===== src/rtl/sgdmac_pkg.sv =====
// ============================================================================
// Module      : sgdmac_pkg
// Description : Shared definitions for the scatter-gather DMA write engine:
//               FSM state encoding, burst geometry and AXI field constants.
// Revision    : 1.0 - initial release
// ============================================================================
`default_nettype none

package sgdmac_pkg;

    // Write engine FSM states
    typedef enum logic [1:0] {
        ST_IDLE  = 2'd0,
        ST_WREQ  = 2'd1,
        ST_WDATA = 2'd2,
        ST_WRESP = 2'd3
    } state_t;

    // One full burst: 16 beats of 4 bytes
    localparam int         BURST_BYTES    = 64;
    localparam logic [2:0] AXI_SIZE_4B    = 3'b010;
    localparam logic [1:0] AXI_BURST_INCR = 2'b01;

endpackage

`default_nettype wire


===== src/rtl/sgdmac_write.sv =====
// ============================================================================
// Module      : sgdmac_write
// Description : DMA write engine. Takes a {dst address, byte length} command,
//               drains a show-ahead FIFO into AXI3 INCR bursts of up to 16
//               32-bit beats, one burst outstanding at a time.
//               A burst is only requested once all of its beats are buffered,
//               so the W phase never has to wait on an under-filled FIFO
//               beyond transient empty cycles.
// Ports       : clk/rst            - clock, async active-high reset
//               aw*/w*/b*          - AXI3 write master channels
//               start_i/cmd_i      - command strobe {addr[47:16], len[15:0]}
//               done_o/err_o       - idle flag, sticky BRESP error
//               fifo_*             - upstream show-ahead FIFO interface
// Options     : SGDMAC_WRITE_BRESP_CHK_EN - when defined, err_o latches a
//               SLVERR/DECERR response until the next accepted command.
// Revision    : 1.0 - initial release
// ============================================================================
`default_nettype none

module sgdmac_write
    import sgdmac_pkg::*;
#(
    parameter int FIFO_DEPTH = 64,
    localparam int CNT_W     = $clog2(FIFO_DEPTH) + 1
) (
    input  logic             clk,
    input  logic             rst,
    // AW channel
    output logic [3:0]       awid_o,
    output logic [31:0]      awaddr_o,
    output logic [3:0]       awlen_o,
    output logic [2:0]       awsize_o,
    output logic [1:0]       awburst_o,
    output logic             awvalid_o,
    input  logic             awready_i,
    // W channel
    output logic [3:0]       wid_o,
    output logic [31:0]      wdata_o,
    output logic [3:0]       wstrb_o,
    output logic             wlast_o,
    output logic             wvalid_o,
    input  logic             wready_i,
    // B channel
    input  logic [3:0]       bid_i,
    input  logic [1:0]       bresp_i,
    input  logic             bvalid_i,
    output logic             bready_o,
    // Command / status
    input  logic             start_i,
    input  logic [47:0]      cmd_i,
    output logic             done_o,
    output logic             err_o,
    // Upstream FIFO
    input  logic             fifo_empty_i,
    input  logic [CNT_W-1:0] fifo_cnt_i,
    input  logic [31:0]      fifo_rdata_i,
    output logic             fifo_rden_o
);

    state_t      r_state;
    state_t      w_state_nxt;
    logic [31:0] r_addr;
    logic [15:0] r_cnt;
    logic [3:0]  r_len;
    logic [3:0]  r_beat;

    logic [3:0]  w_awlen;
    logic        w_fifo_ready;
    logic        w_start_ok;
    logic        w_aw_hs;
    logic        w_w_hs;
    logic        w_b_hs;
    logic        w_unused;

    // Constant AXI fields
    assign awid_o    = 4'd0;
    assign awsize_o  = AXI_SIZE_4B;
    assign awburst_o = AXI_BURST_INCR;
    assign wid_o     = 4'd0;
    assign wstrb_o   = 4'hF;

    // Burst length: a full 16-beat burst while 64+ bytes remain, otherwise
    // the remaining whole words. cnt[1:0] never contributes.
    assign w_awlen  = (r_cnt >= 16'(BURST_BYTES)) ? 4'hF : (r_cnt[5:2] - 4'd1);
    assign awaddr_o = r_addr;
    assign awlen_o  = w_awlen;

    // Compare at 32 bits so any FIFO_DEPTH width works against the 5-bit need
    assign w_fifo_ready = (32'(fifo_cnt_i) >= (32'(w_awlen) + 32'd1));

    assign wdata_o = fifo_rdata_i;
    assign done_o  = (r_state == ST_IDLE);

    assign w_start_ok = (r_state == ST_IDLE) && start_i && (cmd_i[15:0] != 16'd0);
    assign w_aw_hs    = awvalid_o && awready_i;
    assign w_w_hs     = wvalid_o && wready_i;
    assign w_b_hs     = bvalid_i && bready_o;

    // ------------------------------------------------------------------
    // FSM state register
    // ------------------------------------------------------------------
    always_ff @(posedge clk or posedge rst) begin
        if (rst) begin
            r_state <= ST_IDLE;
        end else begin
            r_state <= w_state_nxt;
        end
    end

    // ------------------------------------------------------------------
    // FSM next-state and channel handshake outputs
    // ------------------------------------------------------------------
    always_comb begin
        w_state_nxt = r_state;
        awvalid_o   = 1'b0;
        wvalid_o    = 1'b0;
        wlast_o     = 1'b0;
        bready_o    = 1'b0;
        fifo_rden_o = 1'b0;
        case (r_state)
            ST_IDLE: begin
                if (w_start_ok) begin
                    w_state_nxt = ST_WREQ;
                end
            end
            ST_WREQ: begin
                // Nothing pops in this state, so occupancy cannot fall and
                // awvalid_o stays asserted until accepted.
                awvalid_o = w_fifo_ready;
                if (w_fifo_ready && awready_i) begin
                    w_state_nxt = ST_WDATA;
                end
            end
            ST_WDATA: begin
                wvalid_o    = !fifo_empty_i;
                wlast_o     = (r_beat == r_len);
                fifo_rden_o = !fifo_empty_i && wready_i;
                if (!fifo_empty_i && wready_i && (r_beat == r_len)) begin
                    w_state_nxt = ST_WRESP;
                end
            end
            ST_WRESP: begin
                bready_o = 1'b1;
                if (bvalid_i) begin
                    w_state_nxt = (r_cnt == 16'd0) ? ST_IDLE : ST_WREQ;
                end
            end
            default: begin
                w_state_nxt = ST_IDLE;
            end
        endcase
    end

    // ------------------------------------------------------------------
    // Address / remaining-length / beat tracking
    // ------------------------------------------------------------------
    always_ff @(posedge clk or posedge rst) begin
        if (rst) begin
            r_addr <= 32'd0;
            r_cnt  <= 16'd0;
            r_len  <= 4'd0;
            r_beat <= 4'd0;
        end else begin
            if (w_start_ok) begin
                r_addr <= cmd_i[47:16];
                r_cnt  <= cmd_i[15:0];
            end
            if (w_aw_hs) begin
                r_len  <= w_awlen;
                r_beat <= 4'd0;
                r_addr <= r_addr + 32'(BURST_BYTES);
                r_cnt  <= (r_cnt < 16'(BURST_BYTES)) ? 16'd0 : (r_cnt - 16'(BURST_BYTES));
            end
            if (w_w_hs) begin
                r_beat <= r_beat + 4'd1;
            end
        end
    end

`ifdef SGDMAC_WRITE_BRESP_CHK_EN
    logic r_err;

    // Sticky error: an accepted command clears it, an error response sets it
    always_ff @(posedge clk or posedge rst) begin
        if (rst) begin
            r_err <= 1'b0;
        end else if (w_start_ok) begin
            r_err <= 1'b0;
        end else if (w_b_hs && bresp_i[1]) begin
            r_err <= 1'b1;
        end
    end

    assign err_o    = r_err;
    assign w_unused = &{1'b0, bid_i, bresp_i[0]};
`else
    assign err_o    = 1'b0;
    assign w_unused = &{1'b0, bid_i, bresp_i, w_b_hs};
`endif

endmodule

`default_nettype wire


===== config.mk =====
export PLATFORM = sky130hd
export DESIGN_NAME = sgdmac_write
export DESIGN_NICKNAME = d
export VERILOG_FILES = /design/src/rtl/sgdmac_pkg.sv /design/src/rtl/sgdmac_write.sv
export SDC_FILE = /design/constraint.sdc
export NUM_CORES = 1
export LEC_CHECK = 0
export ABC_AREA = 1
export CAP_MARGIN = 10
export CORE_MARGIN = 2
export CORE_UTILIZATION = 40
export DETAILED_ROUTE_END_ITERATION = 7
export GPL_TIMING_DRIVEN = 0
export MAX_ROUTING_LAYER = met4
export PLACE_DENSITY = 0.83
export RECOVER_POWER = 100
export SETUP_SLACK_MARGIN = 0.4
export SYNTH_ARGS = -nofsm -noshare
export SYNTH_HDL_FRONTEND = slang
export SYNTH_SLANG_ARGS = --single-unit

===== constraint.sdc =====
create_clock -name clk -period 4.7 [get_ports clk]
set_input_delay 0.705 -clock clk [delete_from_list [all_inputs] [get_ports clk]]
set_output_delay 0.705 -clock clk [all_outputs]
set_load 0.005 [all_outputs]

==> out/summary.txt, run 1 <==
core box area -> 10400 sq um
fillers -> 970
CP bufs+invs -> 4
RSZ-0062 raised after global routing -> no
Fmax achieved -> 238 MHz
Site Rows -> 37
Post-synth ARST share -> 100%
Die Y -> 108 um
Initial Util -> 41.5%
vias -> 4440
Clock H-tree levels -> 3
GR Util All Layers -> 22.2%
PortBufs -> 135
Worst Hold Path EP -> awaddr_o[5]
share of the core filled with cells -> 58.1%
post-synthesis compound-gate area fraction -> 2.26%
Most common cell on crit path -> nand2_1
initial antenna violation count -> 0
slowest library cell on the worst path -> dlygate4sd3_1
post-synth top area cell -> dfrtp_1
worst hold path type -> reg2reg
Post-Synth Adder-Cell Area -> 4.63%
DRT Wirelength -> 12400 um
GR Overflow Total -> 0
synthesis-to-layout area growth -> 40.1%
largest net degree at the start of global routing -> 33
placed cells -> 867
Post-Synth XOR/XNOR Area -> 7.91%
Worst Skew -> 5.36 ps
Max Cap Viol -> 1
Setup TNS -> 0 ps
final setup vio count -> 0
yosys warns -> 0
post-synthesis simple-gate area fraction -> 35.2%
final hold violations -> 0
sequential area share after synthesis -> 33.6%
CP Cell Sequence -> inv_1 > ha_1 > nand3_1 > nor2_4 > nand2_1 > nor2_1 > inv_1 > ha_1 > xnor2_1 > ha_1 > nand2_1 > inv_1 > nand2_1 > nand2_1 > nand2_1 > a21oi_1 > dlygate4sd3_1
Synth top area share -> 33.6%
WP data required -> 3990 ps
first-pass GRT wire length -> 20100 um
proportion of layout cells with a drive suffix above 1 -> 11.2%
leakage dissipation -> 2.88 nW
minimum clock period -> 4210 ps
failing checks -> max-capacitance violations, max-slew violations
cts hold-fix bufs -> 0
synthesis-stage register bit count -> 58
total power after layout -> 2.95 mW
Final HPWL DP -> 9700 um
Worst-Skew Late Latency -> 330 ps
Hold Crit Start -> awaddr_o[5]
delay-heaviest family, CP -> simple AND/OR/NAND/NOR gates
crit path kind -> reg2out
ys flop type -> dfrtp_1
CTS tree -> done
DR WL/cell -> 14.0 um
Nets -> 858
Reg2Reg Depth -> 17
r2r endpoint -> awaddr_o[30]
status -> complete, but fails checks
syn_area_per_cell -> 7.46 sq um
die extent in x -> 108 um
diode count -> 0
EDFF count, synth -> 0
FF-to-FF Start -> r_cnt[6]
DP Worst Slack -> 893 ps
Max clock buf depth -> 2
Area contributors post-synth -> dfrtp_1 (34%), nand3_1 (17%), nand2_1 (10%)
Peak supply drop -> 0.214 mV
DRC viols -> 0
fin crit share -> 89.5%
register area -> 1450 sq um
multi-input logic area -> 2210 sq um
Pwr Density -> 488 nW/um^2
largest family of logic cells by synthesized area -> simple AND/OR/NAND/NOR gates
worst slew pin tran -> 1800 ps
Max-slew headroom -> -20.2%
TritonCTS Sinks -> 58
crit-path max FO -> 5
routed vias/inst -> 5.03
Worst setup EP type -> output port
WHS Path Cells -> 2
initial DRC count -> 216
total CTS buffers -> 9
Mapped Area -> 4320 sq um
max incr delay on CP -> 580 ps
number of detailed-route iterations in the first pass -> 5
Syn Inst Count -> 579
# IOs -> 192
fin. max-slew vios -> 33
Placer Congestion -> 0.924
vias in the first global route -> 4244
final cell count without fillers -> 883
post-route ant nets -> 0
multiplexer area fraction after synthesis -> 0%
worst setup margin -> 495 ps
postcts setup bufs -> 0
flop-to-flop setup slack -> 620 ps
CP Data Arrival Time -> 3500 ps
Worst-path clk slew -> 60 ps
Startpoint Class -> flop
post-synth cell types -> 30
die area -> 11600 sq um
clock root cell -> clkbuf_8
## worst min-delay path: stages (launching register included)
cell and delay [ps]:
dfrtp_1 340, nand2_1 50, nand2_1 40
## layout make-up
class | count | area share, %
Multi-Input combinational cell | 422 | 36.6
Sequential cell | 58 | 24.0
Timing Repair Buffer | 136 | 22.4
Buffer | 75 | 8.45
Clock buffer | 15 | 3.25
Tap cell | 136 | 2.81
Inverter | 40 | 2.48
Clock inverter | 1 | 0.0827
## synth_stat cells, types with 2 or more instances
library cell / n
conb_1: 2
buf_6: 10
nor2_1: 38
inv_1: 37
or2_2: 3
nor3_1: 8
nand4_1: 14
o21ai_0: 5
clkbuf_1: 10
buf_4: 50
nor2_2: 2
o21ai_1: 3
nand3_1: 143
xnor2_1: 16
buf_2: 5
dfrtp_1: 58
ha_1: 16
nand2_1: 117
xor2_1: 23
a21oi_1: 7
inv_2: 3
## per-layer routing
metal / global-route usage (%) / vias to the layer above / part of all wire [%]
li1: - / 2162 / -
met1: 28.1 / 2082 / 42
met2: 36.1 / 171 / 49
met3: 3.93 / 25 / 6.0
met4: 7.23 / 0 / 2.3
met5: - / - / 0
## metrics by stage
stage                     hold slack (ps)  cell area (sq um)
after floorplan                       465               4380
after global placement                460               5900
after detailed placement              463               5920
after CTS                             480               6120
after global routing                  517               6050
final                                 470               6050
## placed cells by master (no fill, tap or decap)
cell,synthesis,layout
o21ai_0,5,6
inv_2,3,3
o21ai_1,3,2
ha_1,16,16
buf_6,10,5
nor3_1,8,8
nand2_1,117,118
buf_2,5,4
or2_2,3,3
dfrtp_1,58,58
clkinv_2,0,1
o31ai_1,1,1
xor2_1,23,23
nor2_4,1,2
nand3b_1,1,1
nand4_1,14,14
nor2_1,38,38
nor2_2,2,1
clkdlybuf4s50_1,0,63
nor4_2,1,1
a211oi_1,1,1
xnor2_1,16,16
buf_4,50,50
conb_1,2,18
clkbuf_1,10,18
o21bai_1,1,1
a21oi_1,7,7
nand3_1,143,145
clkbuf_8,0,14
dlygate4sd3_1,0,72
inv_1,37,37
## logic make-up after synthesis
family,count (synthesis)
buf+inv,115
other cells,2
flops,58
simple gates,331
xor+xnor,39
compound gates,18
fa+ha+maj,16
## power by group
| group | internal (mW) | switching [mW] |
|---|---|---|
| logic | 0.709 | 0.784 |
| clock network | 0.263 | 0.200 |
| registers | 0.732 | 0.264 |
## how the worst max path moves through the flow
stage	start	end	slack [ps]	depth (start not counted)
floorplan	r_cnt[6]	awvalid_o	1750	16
global placement	r_cnt[6]	awvalid_o	990	17
detailed placement	r_cnt[6]	awvalid_o	890	17
CTS	r_cnt[6]	awvalid_o	540	17
global route	r_cnt[6]	awaddr_o[30]	240	19
finish	r_cnt[6]	awvalid_o	490	17
## sequential cells by signal, summed over array words and instances, names as in the netlist
name      count
r_len         4
r_state       2
r_beat        4
r_cnt        16
awaddr_o     32
## timing repair
action | 4_1_cts | 5_1_grt
gates resized for setup | 0 | 2
hold endpoints to repair | 0 | 0
endpoints found under the setup margin | 0 | 1
(Power assumes the default switching activity.)
==> run 2, diff against run 1 <==
Settings changed: ABC_AREA 1 to default, CTS_BUF_LIST from default to sky130_fd_sc_hd__clkbuf_4 sky130_fd_sc_hd__clkbuf_8, PLACE_DENSITY 0.83 to 0.85.
==> run 2 against run 1 <==
Net effect:
- the flow still finishes with violations (max-capacitance violations, max-slew violations)
- sequential share of layout area grew 0.25 points
- cell area shrank 0.95%
- die area shrank 8.7%
- worst setup slack lost 170 ps
- combinational power shrank 3%
- total power shrank 1.5%
- clock-buffer cell count shrank 6
- critical path type unchanged
==> out/summary.txt, run 2 <==
routed vias/inst -> 5.52
worst hold path type -> reg2reg
minimum clock period -> 4380 ps
Worst-Skew Late Latency -> 350 ps
Startpoint Class -> flop
Nets -> 760
DRC viols -> 0
crit-path max FO -> 7
Peak supply drop -> 0.216 mV
DR WL/cell -> 16.2 um
Post-synth ARST share -> 100%
post-synth top area cell -> dfrtp_1
Initial Util -> 40.8%
initial antenna violation count -> 0
proportion of layout cells with a drive suffix above 1 -> 19.6%
max incr delay on CP -> 510 ps
total CTS buffers -> 9
die extent in x -> 103 um
fin. max-slew vios -> 31
initial DRC count -> 308
Worst Skew -> 13.0 ps
yosys warns -> 0
failing checks -> max-capacitance violations, max-slew violations
Setup TNS -> 0 ps
sequential area share after synthesis -> 36.9%
syn_area_per_cell -> 8.49 sq um
Worst setup EP type -> output port
Pwr Density -> 485 nW/um^2
CP Data Arrival Time -> 3670 ps
Synth top area share -> 36.9%
leakage dissipation -> 2.57 nW
Max clock buf depth -> 2
Mapped Area -> 3930 sq um
Most common cell on crit path -> ha_4
Max Cap Viol -> 1
Final HPWL DP -> 9260 um
fin crit share -> 93.1%
Die Y -> 103 um
crit path kind -> reg2out
die area -> 10600 sq um
Placer Congestion -> 0.942
# IOs -> 192
RSZ-0062 raised after global routing -> yes
largest net degree at the start of global routing -> 31
first-pass GRT wire length -> 19700 um
GR Util All Layers -> 24.6%
EDFF count, synth -> 0
post-route ant nets -> 0
Syn Inst Count -> 463
synthesis-stage register bit count -> 58
post-synth cell types -> 58
final hold violations -> 0
number of detailed-route iterations in the first pass -> 5
most frequent cells in the layout -> buf_4 (70), dlygate4sd3_1 (70), clkdlybuf4s50_1 (64), dfrtp_1 (57)
Site Rows -> 36
PortBufs -> 135
Clock H-tree levels -> 3
DRT Wirelength -> 12600 um
CTS tree -> done
most used standard cell by instance count after synthesis -> dfrtp_1
clock root cell -> clkbuf_8
CP Cell Sequence -> inv_2 > ha_1 > or4b_1 > nor3b_4 > nor2_4 > nand2_1 > ha_4 > nand3_4 > ha_4 > a2111o_1 > a31oi_4 > o21a_1 > nor2b_1 > dlygate4sd2_1
final instance area -> 6000 sq um
worst slew pin tran -> 1680 ps
vias -> 4315
slowest library cell on the worst path -> or4b_1
synthesis-to-layout area growth -> 52.6%
Post-synth top cells -> dfrtp_1 (58), buf_4 (53), nand2_1 (51)
vias in the first global route -> 4186
core box area -> 9640 sq um
final setup vio count -> 0
status -> complete, but fails checks
WP data required -> 3990 ps
Worst-path clk slew -> 60 ps
worst hold slack -> 482 ps
Cell Area, Placed -> 5530 sq um
diode count -> 0
max reg flops -> 32
TritonCTS Sinks -> 58
Max-slew headroom -> -12.0%
Fmax achieved -> 228 MHz
fillers -> 821
GR Overflow Total -> 0
Area contributors post-synth -> dfrtp_1 (37%), buf_4 (10%), ha_1 (5.1%)
ys flop type -> dfrtp_1
-- run 2: through the flow --
step	total power [mW]	setup slack [ps]	instances	utilization, %
2_1_floorplan	1.70	616	479	-
5_1_grt	3.12	177	782	62.2
6_report	2.91	322	782	62.2
3_3_place_gp	2.25	-113	747	57.1
4_1_cts	2.94	380	780	61.9
3_5_place_dp	2.33	-188	748	57.3
-- run 2: per-layer routing --
metal / wire length, um / global-route usage (%) / vias to the layer above
li1: - / - / 1969
met1: 4850 / 29.9 / 2036
met2: 6280 / 41.0 / 277
met3: 1260 / 4.07 / 33
met4: 259 / 9.21 / 0
met5: 0 / - / -
-- run 2: path summary, 6_finish.rpt --
check / from / end / slack (ps) / depth (start not counted)
setup / recovery: r_cnt[2] / awvalid_o / 320 / 14
hold / removal: awaddr_o[0] / awaddr_o[0] / 480 / 2
setup reg to reg: r_cnt[2] / awaddr_o[22] / 390 / 19
hold reg to reg: awaddr_o[0] / awaddr_o[0] / 480 / 2
max in group asynchronous: rst / r_cnt[2] / 1390 / 3
min in group asynchronous: rst / awaddr_o[9] / 1070 / 2
-- run 2: what timing repair did --
item | 4_1_cts | 5_1_grt
hold buffers | 0 | 0
gates resized for setup | 24 | 27
pin swaps | 5 | 5
setup endpoints to repair | 57 | 57
buffers inserted | 16 | 2
-- run 2: layout make-up --
class                      count  area (sq um)  share of cell area [%]
sequential                    58          1450                    24.2
inverter                      18          67.6                    1.13
multi-input combinational    336          2130                    35.5
buffer                        67           474                    7.91
timing repair buffer         154          1490                    24.8
clock buffer                   9           124                    2.07
tap                          133           166                    2.78
clock inverter                 7          93.8                    1.57
-- run 2: kinds of logic after synthesis --
family                   count (synthesis)  share of synthesized area [%]
AO/OA/AOI/OAI                          113                           20.1
XOR/XNOR                                 9                           2.01
adder cells (fa/ha/maj)                 16                           5.09
buffers and inverters                   85                           13.4
flip-flops                              58                           36.9
multiplexers                             2                          0.541
other                                    2                          0.191
AND/OR/NAND/NOR                        178                           21.7
-- run 2: power breakdown --
part,switching (mW),internal [mW]
Sequential,0.231,0.708
Combinational,0.740,0.712
Clock,0.221,0.297
-- run 2: worst max-delay path, delay by kind of cell, from the launching register on --
family	cells	cell delay [ps]
and+or+nand+nor	6	1220
AOI/OAI and AO/OA	3	840
adders and majority gates	3	560
DFF	1	410
buffers and inverters	2	320
